--- src/rtl/vga_sprite_compositor.sv ---
// VGA timing generator with NUM_SPRITES rectangular sprites composited over a
// background colour. Sprite state is shadowed during vertical blanking so a
// frame never tears, and player (sprite 0) overlap is reported once per frame.
module vga_sprite_compositor #(
  parameter int H_DISPLAY   = 640,
  parameter int H_FRONT     = 16,
  parameter int H_PULSE     = 96,
  parameter int H_BACK      = 48,
  parameter int V_DISPLAY   = 480,
  parameter int V_FRONT     = 10,
  parameter int V_PULSE     = 2,
  parameter int V_BACK      = 33,
  parameter int SYNC_POL    = 0,
  parameter int NUM_SPRITES = 5,
  parameter int CW          = 3
) (
  input  logic                         CLK,
  input  logic                         RST_N,
  input  logic [NUM_SPRITES-1:0]       spr_en,
  input  logic [NUM_SPRITES*10-1:0]    spr_x,
  input  logic [NUM_SPRITES*10-1:0]    spr_y,
  input  logic [NUM_SPRITES*10-1:0]    spr_w,
  input  logic [NUM_SPRITES*10-1:0]    spr_h,
  input  logic [NUM_SPRITES*3*CW-1:0]  spr_rgb,
  input  logic [3*CW-1:0]              bg_rgb,
  output logic [9:0]                   h_count,
  output logic [9:0]                   v_count,
  output logic                         VGA_HS,
  output logic                         VGA_VS,
  output logic [CW-1:0]                VGA_R,
  output logic [CW-1:0]                VGA_G,
  output logic [CW-1:0]                VGA_B,
  output logic                         frame_start,
  output logic                         collision
);

  localparam int H_TOTAL = H_DISPLAY + H_FRONT + H_PULSE + H_BACK;
  localparam int V_TOTAL = V_DISPLAY + V_FRONT + V_PULSE + V_BACK;

  localparam logic [9:0] H_LAST   = 10'(H_TOTAL - 1);
  localparam logic [9:0] V_LAST   = 10'(V_TOTAL - 1);
  localparam logic [9:0] H_VIS    = 10'(H_DISPLAY);
  localparam logic [9:0] V_VIS    = 10'(V_DISPLAY);
  localparam logic [9:0] HS_START = 10'(H_DISPLAY + H_FRONT);
  localparam logic [9:0] HS_END   = 10'(H_DISPLAY + H_FRONT + H_PULSE);
  localparam logic [9:0] VS_START = 10'(V_DISPLAY + V_FRONT);
  localparam logic [9:0] VS_END   = 10'(V_DISPLAY + V_FRONT + V_PULSE);
  localparam logic       SYNC_ACT = (SYNC_POL != 0);

  localparam int PW = 3 * CW;

  // Raster counters
  logic [9:0] h_q, h_d, v_q, v_d;

  // Shadowed sprite descriptors used for drawing
  logic [NUM_SPRITES-1:0]      en_sh_q, en_sh_d;
  logic [NUM_SPRITES*10-1:0]   x_sh_q, x_sh_d, y_sh_q, y_sh_d;
  logic [NUM_SPRITES*10-1:0]   w_sh_q, w_sh_d, hgt_sh_q, hgt_sh_d;
  logic [NUM_SPRITES*PW-1:0]   rgb_sh_q, rgb_sh_d;

  // Output stage registers
  logic [PW-1:0] pix_q, pix_d;
  logic          hs_q, hs_d, vs_q, vs_d;
  logic          fs_q, fs_d;
  logic          acc_q, acc_d, coll_q, coll_d;

  logic                   latch;
  logic                   visible;
  logic                   overlap;
  logic [PW-1:0]          pix_sel;
  logic [NUM_SPRITES-1:0] hit;

  // Shadow update happens on the last pixel of the first blank line.
  assign latch = (h_q == H_LAST) && (v_q == V_VIS);

  // Per-sprite hit test in 11-bit space so x+w / y+h never wrap.
  for (genvar i = 0; i < NUM_SPRITES; i++) begin : g_hit
    logic [10:0] x0, x1, y0, y1;
    assign x0 = {1'b0, x_sh_q[10*i +: 10]};
    assign x1 = x0 + {1'b0, w_sh_q[10*i +: 10]};
    assign y0 = {1'b0, y_sh_q[10*i +: 10]};
    assign y1 = y0 + {1'b0, hgt_sh_q[10*i +: 10]};
    assign hit[i] = en_sh_q[i] &&
                    ({1'b0, h_q} >= x0) && ({1'b0, h_q} < x1) &&
                    ({1'b0, v_q} >= y0) && ({1'b0, v_q} < y1);
  end

  // Next counter values: h wraps every line, v advances on each h wrap.
  always_comb begin
    h_d = h_q + 10'd1;
    v_d = v_q;
    if (h_q == H_LAST) begin
      h_d = '0;
      v_d = (v_q == V_LAST) ? '0 : v_q + 10'd1;
    end
  end

  // Shadow registers follow the inputs only on the latch cycle.
  always_comb begin
    en_sh_d  = en_sh_q;
    x_sh_d   = x_sh_q;
    y_sh_d   = y_sh_q;
    w_sh_d   = w_sh_q;
    hgt_sh_d = hgt_sh_q;
    rgb_sh_d = rgb_sh_q;
    if (latch) begin
      en_sh_d  = spr_en;
      x_sh_d   = spr_x;
      y_sh_d   = spr_y;
      w_sh_d   = spr_w;
      hgt_sh_d = spr_h;
      rgb_sh_d = spr_rgb;
    end
  end

  // Priority pick (lowest index wins), blanking, sync and frame pulse.
  always_comb begin
    visible = (h_q < H_VIS) && (v_q < V_VIS);
    pix_sel = bg_rgb;
    for (int i = NUM_SPRITES - 1; i >= 0; i--) begin
      if (hit[i]) pix_sel = rgb_sh_q[PW*i +: PW];
    end
    pix_d = visible ? pix_sel : '0;
    hs_d  = ((h_q >= HS_START) && (h_q < HS_END)) ? SYNC_ACT : ~SYNC_ACT;
    vs_d  = ((v_q >= VS_START) && (v_q < VS_END)) ? SYNC_ACT : ~SYNC_ACT;
    fs_d  = (h_q == '0) && (v_q == '0);
  end

  // Collision accumulator; the latch cycle publishes and clears it.
  always_comb begin
    overlap = visible && hit[0] && (|(hit >> 1));
    acc_d   = acc_q;
    coll_d  = coll_q;
    if (latch) begin
      coll_d = acc_q;
      acc_d  = 1'b0;
    end else if (overlap) begin
      acc_d  = 1'b1;
    end
  end

  // State registers; everything returns to an idle, blank, zero-counter state.
  always_ff @(posedge CLK or negedge RST_N) begin
    if (!RST_N) begin
      h_q      <= '0;
      v_q      <= '0;
      en_sh_q  <= '0;
      x_sh_q   <= '0;
      y_sh_q   <= '0;
      w_sh_q   <= '0;
      hgt_sh_q <= '0;
      rgb_sh_q <= '0;
      pix_q    <= '0;
      hs_q     <= ~SYNC_ACT;
      vs_q     <= ~SYNC_ACT;
      fs_q     <= 1'b0;
      acc_q    <= 1'b0;
      coll_q   <= 1'b0;
    end else begin
      h_q      <= h_d;
      v_q      <= v_d;
      en_sh_q  <= en_sh_d;
      x_sh_q   <= x_sh_d;
      y_sh_q   <= y_sh_d;
      w_sh_q   <= w_sh_d;
      hgt_sh_q <= hgt_sh_d;
      rgb_sh_q <= rgb_sh_d;
      pix_q    <= pix_d;
      hs_q     <= hs_d;
      vs_q     <= vs_d;
      fs_q     <= fs_d;
      acc_q    <= acc_d;
      coll_q   <= coll_d;
    end
  end

  assign h_count             = h_q;
  assign v_count             = v_q;
  assign {VGA_R, VGA_G, VGA_B} = pix_q;
  assign VGA_HS              = hs_q;
  assign VGA_VS              = vs_q;
  assign frame_start         = fs_q;
  assign collision           = coll_q;

endmodule

--- config.mk ---
export PLATFORM = sky130hd
export DESIGN_NAME = vga_sprite_compositor
export DESIGN_NICKNAME = d
export VERILOG_FILES = /design/src/rtl/vga_sprite_compositor.sv
export SDC_FILE = /design/constraint.sdc
export NUM_CORES = 1
export LEC_CHECK = 0
export ABC_AREA = 1
export CAP_MARGIN = 20
export CORE_MARGIN = 2
export CORE_UTILIZATION = 50
export CTS_BUF_LIST = sky130_fd_sc_hd__clkbuf_16
export DETAILED_ROUTE_END_ITERATION = 8
export GPL_ROUTABILITY_DRIVEN = 0
export HOLD_SLACK_MARGIN = 0.12
export PLACE_DENSITY = 0.85
export SYNTH_ARGS = -nofsm -noshare
export SYNTH_HDL_FRONTEND = slang
export SYNTH_SLANG_ARGS = --single-unit
--- constraint.sdc ---
create_clock -name CLK -period 3.2 [get_ports CLK]
set_clock_uncertainty 0.2 [all_clocks]
set_input_delay 0.48 -clock CLK [delete_from_list [all_inputs] [get_ports CLK]]
set_output_delay 0.48 -clock CLK [all_outputs]
set_load 0.01 [all_outputs]
* After elaboration in Yosys (flattened, before gate mapping) *
Cells that the tools add are included.

word-level totals
  register bits after elaboration = 284
  output and inout bits = 33
  input bits = 261

operators by class
  reduce and logical (&&, ||, !) cells = 31
  eq/ne operators = 3
  multiplexer cells = 12
  $add $sub $neg = 12
  order comparisons = 26

operator list
  operator               number
  $add 10x10->11         10
  $lt 10x11->1           10
  $ge 10x10->1           10
  $mux 9                 6
  $logic_and 1x1->1      27
  $add 10x1->10 const B  2
  $eq 10x10->1 const B   2
  $logic_not 10->1       2
  $lt 10x10->1 const B   2
  $lt 10x9->1 const B    2
  $mux 10                2
  $eq 10x9->1 const B    1
  $ge 10x10->1 const B   1
  $ge 10x9->1 const B    1
  $mux 1                 4
  $reduce_or 4->1        1
  $reduce_bool 2->1      1

* Longest topological paths before layout *
Gate-level depths: netlist (run 1).

  depth in word-level cells = 11
  gate-level depth with buffers = 26
  mapped depth without buffers = 26

* Worst setup path after synthesis (run 1) *
OpenSTA, ideal clock, no wires.

  kind = reg-to-reg
  from = reg x_sh_q[0]
  to = reg pix_q[0]
  buffers on the path = 1
  arrival time = 2976 ps
  period minus slack after synthesis = 3249 ps
  path slack = -49 ps
  data required time = 2927 ps
  cell stages (with the launch flop) = 21
  setup time = 73 ps
  cell sequence = dfrtp_1 > ha_1 > inv_1 > fa_1 > o21ai_2 > a21oi_1 > o21ai_0 > xnor2_1 > ha_1 > a21oi_1 > o21ai_0 > o211ai_1 > nand2_1 > nand2_1 > nand2_1 > nand2_1 > nand3b_1 > nor2_4 > buf_6 > a21oi_1 > a21oi_2

between the ends
  cells in the longest elaborated chain, start to end = 7
  elaborated cells between the ends (all ways) = 9

ends and longest elaborated chain
  what                                                      RTL line  source
  start: declaration                                        57        logic [NUM_SPRITES*10-1:0] x_sh_q, x_sh_d, y_sh_q, y_sh_d;
  start signal: assignment                                  163       x_sh_q <= x_sh_d;
  $add 10x10->11 / $ge 10x10->1 (equally long branches)     80, 84
  $lt 10x11->1 / $logic_and 1x1->1 (equally long branches)  84, 83
  $logic_and 1x1->1 (*) (2 in a row)                        84        ({1'b0, h_q} >= x0) && ({1'b0, h_q} < x1) &&
  $logic_and 1x1->1 (*)                                     85        ({1'b0, v_q} >= y0) && ({1'b0, v_q} < y1);
  $mux 9 (*)                                                121       if (hit[i]) pix_sel = rgb_sh_q[PW*i +: PW];
  $mux 9 (*)                                                123       pix_d = visible ? pix_sel : '0;
  net pix_d[0]                                              62        logic [PW-1:0] pix_q, pix_d;
  end signal: assignment                                    168       pix_q <= pix_d;
  end: declaration                                          62

Mark *: on every way through the listed nets, which the timed path passes. The rest lies on a longest branch.
A chain may end at the register's enable or synchronous reset.

* Final worst setup path (run 1) *
  from = reg y_sh_q[3]
  to = reg pix_q[8]

between the ends
  cells in the longest elaborated chain, start to end = 5
  elaborated cells between the ends (all ways) = 7

ends and longest elaborated chain
  what                                                      RTL line  source
  start: declaration                                        57
  start signal: assignment                                  164       y_sh_q <= y_sh_d;
  $add 10x10->11 / $ge 10x10->1 (equally long branches)     82, 85
  $lt 10x11->1 / $logic_and 1x1->1 (equally long branches)  85, 84
  $logic_and 1x1->1 (*)                                     85
  $mux 9 (*)                                                121
  $mux 9 (*)                                                123
  net pix_d[8]                                              62

Marked as above.

==> results of run 1 <==
-- layer usage --
metal / up-vias / GRT usage, % / routed length [um]
met1: 9135 / 34.96 / 24150
met3: 235 / 4.458 / 4306
met2: 835 / 49.93 / 29400
met5: - / 0 / 0
met4: 0 / 15.90 / 3354
li1: 9138 / - / -
-- synthesized netlist by cell type (all sizes together), types with 3 or more instances --
cell | count | share of area [%]
a211oi | 7 | 0.26
a21o | 7 | 0.26
a21oi | 167 | 4.4
a31oi | 5 | 0.16
buf | 35 | 1.2
clkbuf | 23 | 0.43
dfrtp | 282 | 35
fa | 10 | 1.0
ha | 294 | 19
inv | 289 | 5.5
nand2 | 843 | 16
nand3 | 65 | 1.9
nand3b | 3 | 0.13
nand4 | 48 | 1.5
nor2 | 98 | 2.0
nor3 | 25 | 0.65
nor3b | 4 | 0.15
nor4 | 11 | 0.42
o211ai | 13 | 0.52
o21a | 7 | 0.26
o21ai | 174 | 4.4
o21bai | 14 | 0.55
xnor2 | 26 | 1.1
xor2 | 55 | 2.4
-- flip-flops by register name, indices dropped and copies added (netlist names) --
name / flops
VGA_HS: 1
VGA_VS: 1
acc_q: 1
collision: 1
en_sh_q: 5
frame_start: 1
h_count: 10
hgt_sh_q: 50
pix_q: 9
rgb_sh_q: 45
v_count: 10
w_sh_q: 50
x_sh_q: 50
y_sh_q: 50
-- power by group through the flow --
| stage | Sequential [uW] | Clock, uW | Combinational [uW] |
|---|---|---|---|
| 2_1_floorplan | 3670 | 0 | 19.5 |
| 3_3_place_gp | 3670 | 0 | 462 |
| 3_5_place_dp | 3670 | 0 | 463 |
| 4_1_cts | 3600 | 3860 | 469 |
| 5_1_grt | 3600 | 4000 | 498 |
| 6_report | 3600 | 3800 | 463 |
-- critical path: stages (launching register included) --
cell and delay, ns:
dfrtp_1 0.39, ha_1 0.34, a21oi_2 0.17, o221ai_1 0.18, a21oi_2 0.19, inv_1 0.06, a21oi_1 0.16, o21ai_0 0.12
xnor2_1 0.15, ha_1 0.33, nand2_1 0.08, o21ai_0 0.24, a21oi_2 0.10, nor2_2 0.26, nor2_4 0.07, buf_12 0.16
a21oi_1 0.17, a21oi_2 0.08
-- repair_timing --
| action | in CTS | in global routing |
|---|---|---|
| hold buffers | 1 | 0 |
| pin swaps | 15 | 9 |
| endpoints found under the setup margin | 10 | 215 |
| buffers inserted | 1 | 2 |
| cloned | 1 | 1 |
| gates resized for setup | 64 | 29 |
| endpoints found under the hold margin | 82 | 0 |
-- kinds of logic after synthesis --
group	count (synthesis)	synth area share, %
flip-flops	284	35.76
XOR/XNOR	81	3.569
adder cells (fa/ha/maj)	304	19.51
AO/OA/AOI/OAI	404	11.30
AND/OR/NAND/NOR	1100	22.72
buffers and inverters	349	7.138
-- cell usage in the layout, fill, tap and decap left out, types with 38 or more instances in the layout --
cell type        instances
a21oi_1                129
buf_4                  142
clkbuf_16               38
clkdlybuf4s50_1        292
dfrtp_1                280
ha_1                   286
inv_1                  290
nand2_1                839
nand3_1                 54
nand4_1                 48
nor2_1                  90
o21ai_0                154
xor2_1                  55
-- final cells by class --
cell class / count / area (um2) / area share [%]
Clock buffer: 37 / 925.9 / 3.554
Tap cell: 525 / 656.9 / 2.521
Sequential cell: 284 / 7112 / 27.30
Timing Repair Buffer: 455 / 4398 / 16.88
Antenna cell: 1 / 2.502 / 0.009606
Inverter: 291 / 1097 / 4.212
Clock inverter: 24 / 157.7 / 0.6052
Multi-Input combinational cell: 1890 / 11700 / 44.92
-- worst max path at each step --
stage,endpoint,startpoint
after detailed placement,pix_q[7]$_DFF_PN0_,x_sh_q[12]$_DFFE_PN0P_
final,pix_q[8]$_DFF_PN0_,y_sh_q[3]$_DFFE_PN0P_
after global placement,pix_q[6]$_DFF_PN0_,y_sh_q[12]$_DFFE_PN0P_
after floorplan,pix_q[0]$_DFF_PN0_,y_sh_q[22]$_DFFE_PN0P_
after CTS,pix_q[3]$_DFF_PN0_,y_sh_q[40]$_DFFE_PN0P_
after global routing,pix_q[1]$_DFF_PN0_,y_sh_q[3]$_DFFE_PN0P_
-- per-stage QoR --
step	utilization [%]	std cells	setup slack [ns]	hold slack [ns]	total power, uW
2_1_floorplan	-	2522	0.007471	-0.01559	3688
3_3_place_gp	62.21	3439	-0.4082	0.2641	4127
3_5_place_dp	62.21	3439	-0.5128	0.2659	4129
4_1_cts	65.61	3503	-0.2750	0.2575	7926
5_1_grt	66.02	3507	-0.5297	0.2849	8096
6_report	66.02	3507	-0.3551	0.2733	7867
==> metrics.cfg, run 1 <==
[run_status]
run_status=finished with violations
violations=negative setup slack

[power]
p_sw_uw=1725
peakVddDrop_uv=334.4
seq_power_share_pct=45.8
p_sw_share_pct=21.92
p_clk_share_pct=48.3
power_density_nw_per_um2=302.0
p_comb_share_pct=5.9
leakagePower_uw=0.01304
internal_power_uw=6142

[sta]
timing_hold_violations_final=0
finalWorstSetupSlack_ns=-0.3551
timing.final.crit_period_ns=3.555
fmax_mhz=281.3
setup_viol=10
tns_ns=-3.247
grt_setup_unrepaired=true
relSlewSlack_pct=48.57
tightest_slew_ns=0.7615
period_share_pct=111.1
drv_slew=0

[global_routing]
grt_use_total_pct=29.04
grt_pass1_wl_um=96480
grt_max_degree=112
grt_overflow_total=0
antenna_found_initial=1
grt_pass1_vias=19647

[logic_synthesis]
synth_cells=2522
yosys_warnings=0
seq_area_frac_synth_pct=35.76
synth-seq-cells=284
ys_types=52
avgSynthCellArea_um2=7.882
synth_edf_count=0
syn_area_um2=19880
synth.net_count=3087
synth_ff_type=dfrtp_1
async_flop_share_pct=100.0

[critical_path]
required_ns=3.42
cp_max_fo=19
path_class=reg2reg
cp-start-kind=flip-flop
r2r-end=pix_q[8]$_DFF_PN0_
reg2reg_depth=17
rr_startpoint=y_sh_q[3]$_DFFE_PN0P_
cp.arrival_ns=3.78
r2r_slack_ns=-0.36
crit_path_end_kind=flip-flop

[worst_hold_path]
min-delay-start=spr_w[17]
whs_path_depth=3
min_to=w_sh_q[17]$_DFFE_PN0P_
min_path_type=in2reg

[routing]
drc_errors=0
firstDrtPassIters=7
via_per_inst=5.516
drt_iter0_drc=1302
post_drt_wl_per_cell_um=17.46
finalWirelength_um=61220
num_vias=19343
ant_nets=0

[cts]
clk_path_buf_depth=3
cts_tree=done
cts_made_buffers=34
root_buffer=clkbuf_16
clk_latency_ns=0.54
htreeDepth=2
cts.sinks=284
clk_pin_slew_ns=0.06

[final_layout]
final_nets=3521
nFillCells=3063
fin_area_um2=26050
layout-drive-gt1-share_pct=10.67
area_growth_pct=31.05

[die]
coreArea_um2=39460
io_pins=294
num_rows=73
die_x_um=203.4
start_util_pct=50.38
die_h_um=203.4
die_area_um2=41370

[run]
maxCapViolations=0

[placement]
dpl.hpwl_um=45020
numPortBuffers=293
dpl-instance-area_um2=24540

Note: power is estimated with default switching activity, not from simulation.
==> run 2, diff against run 1 <==
Settings changed: SLEW_MARGIN from default to 20.
==> results of run 2 <==
Same layout as run 1: the final DEF is identical, and so are final timing and power.
